**src/rtl/fp27_pkg.sv**
```systemverilog
// fp27 shared types: 27-bit float {sign, exp[7:0], frac[17:0]}, bias 127,
// plus the stage bundles of the fp_addsub_pipe datapath.
package fp27_pkg;

  localparam int EXP_W = 8;
  localparam int FRAC_W = 18;
  localparam int W = 1 + EXP_W + FRAC_W;
  localparam int BIAS = 127;
  localparam int SIG_W = FRAC_W + 1;
  localparam int AL_W = SIG_W + 3;

  typedef struct packed {
    logic              sign;
    logic [EXP_W-1:0]  exp;
    logic [FRAC_W-1:0] frac;
  } fp27_t;

  localparam logic [W-1:0] FP27_PINF = 27'h3FC0000;
  localparam logic [W-1:0] FP27_QNAN = 27'h3FE0000;

  typedef struct packed {
    logic             byp;
    fp27_t            res;
    logic [2:0]       flg;
    logic             sign;
    logic             eff_sub;
    logic [EXP_W-1:0] exp;
    logic [AL_W-1:0]  ma;
    logic [AL_W-1:0]  mb;
  } al_ad_t;

  typedef struct packed {
    logic             byp;
    fp27_t            res;
    logic [2:0]       flg;
    logic             sign;
    logic [EXP_W-1:0] exp;
    logic [AL_W:0]    sum;
  } ad_nm_t;

  // Significand right shift into {sig, guard, round, sticky}.
  function automatic logic [AL_W-1:0] align_sig(
    input logic [SIG_W-1:0] m,
    input logic [EXP_W-1:0] d
  );
    logic [AL_W-1:0] f, sh, lost;
    f = {m, 3'b000};
    sh = f >> d;
    lost = f & ~({AL_W{1'b1}} << d);
    if (d >= 8'(AL_W))
      return {{(AL_W-1){1'b0}}, 1'b1};
    return {sh[AL_W-1:1], sh[0] | (|lost)};
  endfunction

endpackage

```
**src/rtl/fp_lzc.sv**
```systemverilog
// Leading-zero counter for the normalise stage of fp_addsub_pipe.
module fp_lzc (
  input  logic [22:0] d,
  output logic [4:0]  cnt
);

  logic done;

  always_comb begin
    cnt = '0;
    done = 1'b0;
    for (int i = 22; i >= 0; i--) begin
      if (!done) begin
        if (d[i]) done = 1'b1;
        else cnt = cnt + 5'd1;
      end
    end
  end

endmodule

```
**src/rtl/fp_addsub_pipe.sv**
```systemverilog
// 3-stage fp27 add/sub: align, add, normalise; full stall on back-pressure.
// Define FP_ADDSUB_RNE_EN for round-to-nearest-even instead of truncation.
module fp_addsub_pipe
  import fp27_pkg::*;
#(
  parameter int EXP_W = 8,
  parameter int FRAC_W = 18
) (
  input  logic                    clk,
  input  logic                    rst_n,
  input  logic                    in_valid,
  output logic                    in_ready,
  input  logic [EXP_W+FRAC_W:0]   op_a,
  input  logic [EXP_W+FRAC_W:0]   op_b,
  input  logic                    sub,
  output logic                    out_valid,
  input  logic                    out_ready,
  output logic [EXP_W+FRAC_W:0]   result,
  output logic [2:0]              flags
);

  logic   adv;
  logic   v1, v2, v3;
  al_ad_t s1, al_d;
  ad_nm_t s2, ad_d;
  fp27_t  res_q, nres;
  logic [2:0] flg_q, nflg;

  assign adv = !v3 | out_ready;
  assign in_ready = adv;
  assign out_valid = v3;
  assign result = res_q;
  assign flags = flg_q;

  fp27_t a, b, big, sml;
  logic  a_zero, a_inf, a_nan;
  logic  b_zero, b_inf, b_nan;

  always_comb begin
    a = op_a;
    b = op_b;
    b.sign = op_b[EXP_W+FRAC_W] ^ sub;
    a_zero = a.exp == '0;
    a_inf = (&a.exp) & ~(|a.frac);
    a_nan = (&a.exp) & (|a.frac);
    b_zero = b.exp == '0;
    b_inf = (&b.exp) & ~(|b.frac);
    b_nan = (&b.exp) & (|b.frac);
    if ({b.exp, b.frac} > {a.exp, a.frac}) begin
      big = b;
      sml = a;
    end else begin
      big = a;
      sml = b;
    end
    al_d = '0;
    al_d.sign = big.sign;
    al_d.exp = big.exp;
    al_d.eff_sub = big.sign ^ sml.sign;
    al_d.ma = {1'b1, big.frac, 3'b000};
    al_d.mb = align_sig({1'b1, sml.frac}, big.exp - sml.exp);
    al_d.byp = 1'b1;
    // Specials bypass the arithmetic; order encodes precedence.
    if (a_nan | b_nan | (a_inf & b_inf & (a.sign ^ b.sign))) begin
      al_d.res = FP27_QNAN;
      al_d.flg = 3'b001;
    end else if (a_inf) begin
      al_d.res = a;
    end else if (b_inf) begin
      al_d.res = b;
    end else if (a_zero & b_zero) begin
      al_d.res = {a.sign & b.sign, {(W-1){1'b0}}};
    end else if (a_zero) begin
      al_d.res = b;
    end else if (b_zero) begin
      al_d.res = a;
    end else begin
      al_d.byp = 1'b0;
    end
  end

  always_comb begin
    ad_d = '0;
    ad_d.byp = s1.byp;
    ad_d.res = s1.res;
    ad_d.flg = s1.flg;
    ad_d.sign = s1.sign;
    ad_d.exp = s1.exp;
    if (s1.eff_sub)
      ad_d.sum = {1'b0, s1.ma} - {1'b0, s1.mb};
    else
      ad_d.sum = {1'b0, s1.ma} + {1'b0, s1.mb};
  end

  logic [4:0]         lz;
  logic [AL_W-1:0]    nm;
  logic signed [9:0]  e;
  logic [FRAC_W-1:0]  frac;

  fp_lzc u_lzc (
    .d   ({s2.sum[AL_W-1:0], 1'b1}),
    .cnt (lz)
  );

  always_comb begin
    nm = '0;
    e = '0;
    nres = '0;
    nflg = '0;
    if (s2.sum[AL_W]) begin
      nm = {s2.sum[AL_W:2], |s2.sum[1:0]};
      e = $signed({2'b00, s2.exp}) + 10'sd1;
    end else begin
      nm = s2.sum[AL_W-1:0] << lz;
      e = $signed({2'b00, s2.exp}) - $signed({5'b00000, lz});
    end
    frac = nm[FRAC_W+2:3];
`ifdef FP_ADDSUB_RNE_EN
    begin
      logic rc;
      rc = 1'b0;
      if (nm[2] & (nm[1] | nm[0] | nm[3])) begin
        {rc, frac} = {1'b0, frac} + 19'd1;
        if (rc) e = e + 10'sd1;
      end
    end
`endif
    if (s2.byp) begin
      nres = s2.res;
      nflg = s2.flg;
    end else if (nm == '0) begin
      nres = '0;
    end else if (e >= 10'sd255) begin
      nres = {s2.sign, 8'hFF, {FRAC_W{1'b0}}};
      nflg = 3'b100;
    end else if (e <= 10'sd0) begin
      nres = {s2.sign, {(W-1){1'b0}}};
      nflg = 3'b010;
    end else begin
      nres = {s2.sign, e[7:0], frac};
    end
  end

  always_ff @(posedge clk or negedge rst_n) begin
    if (!rst_n) begin
      v1 <= 1'b0;
      v2 <= 1'b0;
      v3 <= 1'b0;
      s1 <= '0;
      s2 <= '0;
      res_q <= '0;
      flg_q <= '0;
    end else if (adv) begin
      v1 <= in_valid;
      v2 <= v1;
      v3 <= v2;
      s1 <= al_d;
      s2 <= ad_d;
      res_q <= nres;
      flg_q <= nflg;
    end
  end

endmodule

```
**config.mk**
```make
export PLATFORM = sky130hd
export DESIGN_NAME = fp_addsub_pipe
export DESIGN_NICKNAME = d
export VERILOG_FILES = /design/src/rtl/fp27_pkg.sv /design/src/rtl/fp_lzc.sv /design/src/rtl/fp_addsub_pipe.sv
export SDC_FILE = /design/constraint.sdc
export NUM_CORES = 1
export LEC_CHECK = 0
export CORE_MARGIN = 2
export CORE_UTILIZATION = 55
export DETAILED_ROUTE_END_ITERATION = 6
export GPL_TIMING_DRIVEN = 1
export PLACE_DENSITY = 0.76
export REMOVE_ABC_BUFFERS = 1
export SYNTH_ARGS = -nofsm -noshare
export SYNTH_HDL_FRONTEND = slang
export SYNTH_SLANG_ARGS = --single-unit
```
**constraint.sdc**
```tcl
create_clock -name clk -period 13.6 [get_ports clk]
set_input_delay 2.04 -clock clk [delete_from_list [all_inputs] [get_ports clk]]
set_output_delay 2.04 -clock clk [all_outputs]
set_load 0.005 [all_outputs]
```
==> impl_metrics.json, run 1 <==
{
  "status": "finished, final reports clean",
  "synth_edf_count": 0,
  "nets": 2174,
  "synth.most_common_cell": "nand2_1",
  "p_leak_uw": 0.00766,
  "hp-class": "register to register",
  "crit_start": "s2[20]$_DFFE_PN0P_",
  "fin_util": 0.621,
  "p_sw_frac": 0.484,
  "layout_setup_ws_ns": 0.740,
  "grt_pass1_wl_um": 73700,
  "worstSetupPathType": "register to register",
  "powerDensity_mw_per_mm2": 186,
  "fin_crit_ns": 12.86,
  "ctsHoldBuffers": 0,
  "area_growth_pct": 11.0,
  "synth_warnings": 0,
  "grt_pass1_vias": 13800,
  "synthCells": 2018,
  "finClkSkew_ns": 0.0170,
  "slew_violations": 0,
  "max_cap_violations": 0,
  "p_switching_uw": 1550,
  "drt_iter0_markers": 1568,
  "combPwrFrac": 0.575,
  "max_freq_ghz": 0.0778,
  "rrSetupSlack_ns": 0.74,
  "cts_buffers": 17,
  "htree_levels": 4,
  "async_flop_share": 1.00,
  "io_buffers": 90,
  "seqPwrFrac": 0.278,
  "place_worst_setup_slack_ns": 0.143,
  "die_w_um": 172,
  "grt_overflow": 0,
  "rr_endpoint": "result[25]$_DFFE_PN0P_",
  "hpwl_um": 34700,
  "final_cell_area_mm2": 0.0172,
  "pin_count": 91,
  "drc_errors": 0,
  "synth_top_cell_by_area": "dfrtp_1",
  "maxSlewHeadroom": 0.185,
  "max-vdd-ir-drop_mv": 0.113,
  "crit_fanout": 44,
  "placed_area_mm2": 0.0166,
  "via_per_inst": 6.28,
  "intPower_uw": 1660,
  "core.rowCount": 61,
  "drtAntennaViolNets": 0,
  "worst_slew_pin_slew_ns": 1.21,
  "cts-root-buf": "clkbuf_16",
  "clock_path_buffers": 2,
  "synth-seq-cells": 174,
  "arrival_ns": 13.15,
  "crit_top_cell": "ha_1",
  "critPathSlowestCell": "o311ai_4",
  "yosysSeqAreaShare": 0.280,
  "critPathLaunchType": "register",
  "die_h_um": 172,
  "synth.distinct_cells": 90,
  "wl_um": 47000,
  "worstHoldStart": "v2$_DFFE_PN0P_",
  "antenna_found_initial": 1,
  "drt_first_pass_iters": 6,
  "insertion_delay_ns": 0.44,
  "path_clk_slew_ns": 0.08,
  "synth.area.top_cells": "dfrtp_1 (28%), nand2_1 (8.1%), ha_1 (7.3%)",
  "hold_slack_ns": 0.465,
  "end_kind": "register",
  "dr_total_vias": 15100,
  "dieArea_mm2": 0.0296,
  "synthFlopType": "dfrtp_1",
  "endpoint": "result[25]$_DFFE_PN0P_",
  "r2r-start": "s2[20]$_DFFE_PN0P_",
  "avgSynthCellArea_um2": 7.70,
  "r2r.worst_path.cells": 56,
  "synth_top_area_frac": 0.280,
  "core-area_mm2": 0.0278,
  "start_util": 0.559,
  "cts_tree": "done",
  "grt_max_degree": 115,
  "synth.top_cells.by_count": "nand2_1 (334), nor2_1 (204), dfrtp_1 (174)",
  "cpPeakStageDelay_ns": 0.57,
  "fin_tns_setup_ns": 0,
  "power_frac_clock": 0.147,
  "required_ns": 13.89,
  "grt_usage": 0.316,
  "wire_per_inst_um": 19.5,
  "cts_sinks": 174,
  "fin_crit_sh": 0.946,
  "drive_gt1_frac": 0.0546,
  "setup_viol": 0,
  "diodes": 0,
  "gp_congestion": 0.983,
  "syn_area_mm2": 0.0155,
  "final_hold_viol_count": 0
}
[registers in the layout, indices dropped and copies added, names as in the netlist]
signal	count
s1	42
s2	61
out_valid	1
v1	1
ad_d	38
v2	1
flags	3
result	27
[cell type report]
| cell class | count | area (µm²) |
|---|---|---|
| Tap cell | 378 | 473 |
| Fill cell | 2504 | 10500 |
| Clock inverter | 12 | 123 |
| Timing Repair Buffer | 112 | 1080 |
| Inverter | 104 | 393 |
| Sequential cell | 174 | 4350 |
| Multi-Input combinational cell | 1613 | 10400 |
| Clock buffer | 19 | 443 |
[timing repair]
item	CTS	global route
endpoints found under the setup margin	0	29
buffers inserted	0	2
gates resized for setup	0	6
[worst max-delay path, delay by kind of cell, from the launching register on]
| kind | cells | cell delay (ns) |
|---|---|---|
| muxes | 7 | 1.29 |
| and+or+nand+nor | 14 | 2.63 |
| buffers and inverters | 4 | 0.70 |
| adders and majority gates | 11 | 3.27 |
| AOI/OAI and AO/OA | 20 | 4.32 |
| DFF | 1 | 0.46 |
[metal layers]
layer,wire [µm],global-route usage,up-vias
met5,0,0,-
met4,1880,0.128,0
met3,3160,0.0428,136
met2,21400,0.498,652
met1,20600,0.439,7132
li1,-,-,7216
[worst min path at each step]
stage | endpoint | depth (start not counted) | slack [ns]
5_1_grt | s2[57]$_DFFE_PN0P_ | 2 | 0.49
3_3_place_gp | out_valid$_DFFE_PN0P_ | 1 | 0.44
6_report | v2$_DFFE_PN0P_ | 2 | 0.46
4_1_cts | v2$_DFFE_PN0P_ | 2 | 0.47
3_5_place_dp | v2$_DFFE_PN0P_ | 2 | 0.45
2_1_floorplan | v2$_DFFE_PN0P_ | 2 | 0.43
[cell families (layout without fill, tap and decap cells)]
group / Yosys count / count (layout) / share of synthesized area
compound gates: 555 / 555 / 0.232
xor+xnor: 75 / 75 / 0.0501
fa+ha+maj: 96 / 96 / 0.0779
buf+inv: 231 / 247 / 0.0565
flops: 174 / 174 / 0.280
mux: 113 / 113 / 0.0799
simple gates: 774 / 774 / 0.223
[power by group through the flow]
stage / Sequential, µW / Combinational, µW / Clock [µW]
floorplan: 821 / 1270 / 0
global placement: 886 / 1740 / 0
detailed placement: 894 / 1780 / 0
CTS: 884 / 1790 / 474
global route: 915 / 2030 / 499
finish: 893 / 1850 / 472
[stage by stage]
step	power, µW	std cells
CTS	3150	2410
detailed placement	2670	2379
global placement	2620	2379
floorplan	2090	1891
finish	3210	2412
global route	3450	2412
[cells in the final DEF, fill, tap and decap left out, drive strengths merged, types with 18 or more instances in the layout]
cell type / n
a211oi: 21
a21o: 21
a21oi: 121
a221oi: 26
a22oi: 21
a31oi: 19
buf: 23
clkbuf: 19
clkdlybuf4s50: 89
dfrtp: 174
ha: 91
inv: 111
mux2i: 91
nand2: 334
nand2b: 19
nand3: 51
nand4: 18
nor2: 204
nor2b: 24
nor3: 34
nor4: 24
o21ai: 154
o22ai: 19
o31ai: 26
xnor2: 41
xor2: 26
Note: power is estimated with default switching activity, not from simulation.
==> inputs of run 2 (changes only) <==
--- a/config.mk
+++ b/config.mk
@@ -5,7 +5,6 @@
 export SDC_FILE = /design/constraint.sdc
 export NUM_CORES = 1
 export LEC_CHECK = 0
-export CORE_MARGIN = 2
 export CORE_UTILIZATION = 55
 export DETAILED_ROUTE_END_ITERATION = 6
 export GPL_TIMING_DRIVEN = 1
==> run 2 against run 1 <==
  * Non-clock buffer count is 2 higher
  * Register-to-register slack better by 0.03 ns
  * Die area shrank 2.3%
  * Utilization increased by 0.23 points
  * Clock skew shrank 0.0051 ns
  * Sequential power up 0.8%
  * Cell area grew 0.37%
  * Critical path depth rose by 7
  * Setup slack better by 0.028 ns
  * Global-route usage rose by 1.2 points
  * Total power grew 0.66%
  * Largest cell class unchanged
  * Largest power group unchanged
  * Highest routed layer unchanged
==> impl_metrics.json, run 2 (same netlist as run 1, synthesis figures left out) <==
{
  "core-area_mm2": 0.0278,
  "htree_levels": 4,
  "cts-root-buf": "clkbuf_16",
  "die_w_um": 170,
  "grt_max_degree": 103,
  "required_ns": 13.92,
  "largest_register": "s2",
  "max_freq_ghz": 0.0779,
  "cts_tree": "done",
  "critPathSlowestCell": "dfrtp_1",
  "final_common_cell": "nand2_1",
  "gp_congestion": 0.951,
  "crit_fanout": 18,
  "via_per_inst": 6.28,
  "setup_viol": 0,
  "cts_sinks": 174,
  "max_cap_violations": 0,
  "combPwrFrac": 0.570,
  "finClkSkew_ns": 0.0120,
  "nets": 2176,
  "r2r.worst_path.cells": 63,
  "intPower_uw": 1690,
  "io_buffers": 90,
  "grt_usage": 0.328,
  "crit_top_cell": "ha_1",
  "worst_slew_pin_slew_ns": 1.08,
  "dieArea_mm2": 0.0289,
  "cts_buffers": 17,
  "fin_crit_sh": 0.943,
  "p_total_uw": 3230,
  "die_h_um": 170,
  "drc_errors": 0,
  "pin_count": 91,
  "start_util": 0.559,
  "wire_per_inst_um": 19.5,
  "fin_crit_ns": 12.83,
  "max-vdd-ir-drop_mv": 0.116,
  "drtAntennaViolNets": 0,
  "end_kind": "register",
  "arrival_ns": 13.15,
  "hp-class": "register to register",
  "drive_gt1_frac": 0.0569,
  "p_leak_uw": 0.00770,
  "area_growth_pct": 11.5,
  "ctsHoldBuffers": 0,
  "clock_path_buffers": 2,
  "drt_iter0_markers": 1416,
  "drt_first_pass_iters": 7,
  "grt_pass1_vias": 14200,
  "antenna_found_initial": 0,
  "power_frac_clock": 0.152,
  "place_worst_setup_slack_ns": -0.125,
  "hpwl_um": 35100,
  "p_sw_frac": 0.478,
  "grt_pass1_wl_um": 74600,
  "cpPeakStageDelay_ns": 0.46,
  "fillerInstances": 2551,
  "grt_overflow": 0,
  "path_clk_slew_ns": 0.07,
  "hold_path_depth": 1,
  "status": "finished, final reports clean",
  "p_switching_uw": 1550,
  "powerDensity_mw_per_mm2": 187,
  "dr_total_vias": 15200,
  "maxSlewHeadroom": 0.278,
  "insertion_delay_ns": 0.44,
  "final_cell_mix": "nand2_1 (334), nor2_1 (204), dfrtp_1 (174)",
  "core.rowCount": 61,
  "layout_setup_ws_ns": 0.769,
  "slew_violations": 0,
  "critPathLaunchType": "register",
  "worstSetupPathType": "register to register",
  "largest_reg_flops": 61,
  "fin_util": 0.623,
  "fin_tns_setup_ns": 0,
  "final_hold_viol_count": 0,
  "seqPwrFrac": 0.279,
  "diodes": 0,
  "wl_um": 47000
}
run 2: changes by cell type in the layout (fill, tap and decap cells not counted), sizes merged:
cell | before | now
buf | 23 | 25
inv | 111 | 109
bufinv | 0 | 1
clkinv | 3 | 5
run 2: power by group through the flow:
stage | sequential (µW) | combinational (µW) | clock (µW)
after floorplan | 821 | 1270 | 0
after global placement | 895 | 1740 | 0
after detailed placement | 901 | 1780 | 0
after CTS | 892 | 1790 | 495
after global routing | 919 | 2040 | 520
final | 900 | 1840 | 490
run 2: final timing paths:
check | from | endpoint | slack [ns]
min in group asynchronous | rst_n | s2[58]$_DFFE_PN0P_ | 1.70
hold / removal | v2$_DFFE_PN0P_ | out_valid$_DFFE_PN0P_ | 0.47
setup / recovery | s2[20]$_DFFE_PN0P_ | result[7]$_DFFE_PN0P_ | 0.77
max in group asynchronous | rst_n | s1[34]$_DFFE_PN0P_ | 10.43
setup reg to reg | s2[20]$_DFFE_PN0P_ | result[7]$_DFFE_PN0P_ | 0.77
hold reg to reg | v2$_DFFE_PN0P_ | out_valid$_DFFE_PN0P_ | 0.47
run 2: through the flow:
step	hold slack (ns)	cell area, µm²	cells
final	0.466	17300	2415
after global routing	0.481	17300	2415
after CTS	0.464	17200	2411
after detailed placement	0.448	16600	2379
after global placement	0.442	16600	2379
after floorplan	0.430	15000	1891
run 2: metal layers:
| metal | part of all wire | wire, µm | GRT usage | vias to the layer above |
|---|---|---|---|---|
| met3 | 0.061 | 2870 | 0.0391 | 106 |
| met2 | 0.47 | 21900 | 0.529 | 644 |
| met1 | 0.44 | 20600 | 0.443 | 7222 |
| met5 | 0 | 0 | 0 | - |
| li1 | - | - | - | 7193 |
| met4 | 0.034 | 1620 | 0.143 | 0 |
run 2: worst max-delay path: cells and delay by family (launching register included):
family	cells	cell delay, ns
buf+inv	5	0.67
simple gates	17	2.47
xor+xnor	2	0.32
fa+ha+maj	13	3.86
flops	1	0.46
mux	5	1.05
compound gates	21	3.89
run 2: final cells by class:
type / instances / area (µm²) / share of cell area
Timing Repair Buffer: 114 / 1100 / 0.0635
Clock inverter: 13 / 149 / 0.00860
Inverter: 104 / 393 / 0.0227
Sequential cell: 174 / 4350 / 0.252
Multi-Input combinational cell: 1613 / 10400 / 0.600
Tap cell: 378 / 473 / 0.0273
Clock buffer: 19 / 453 / 0.0262
run 2: timing repair:
| action | in CTS | in global routing |
|---|---|---|
| endpoints found under the setup margin | 18 | 29 |
| resized for setup | 1 | 8 |
| setup buffers | 0 | 4 |
| pin swaps | 0 | 3 |
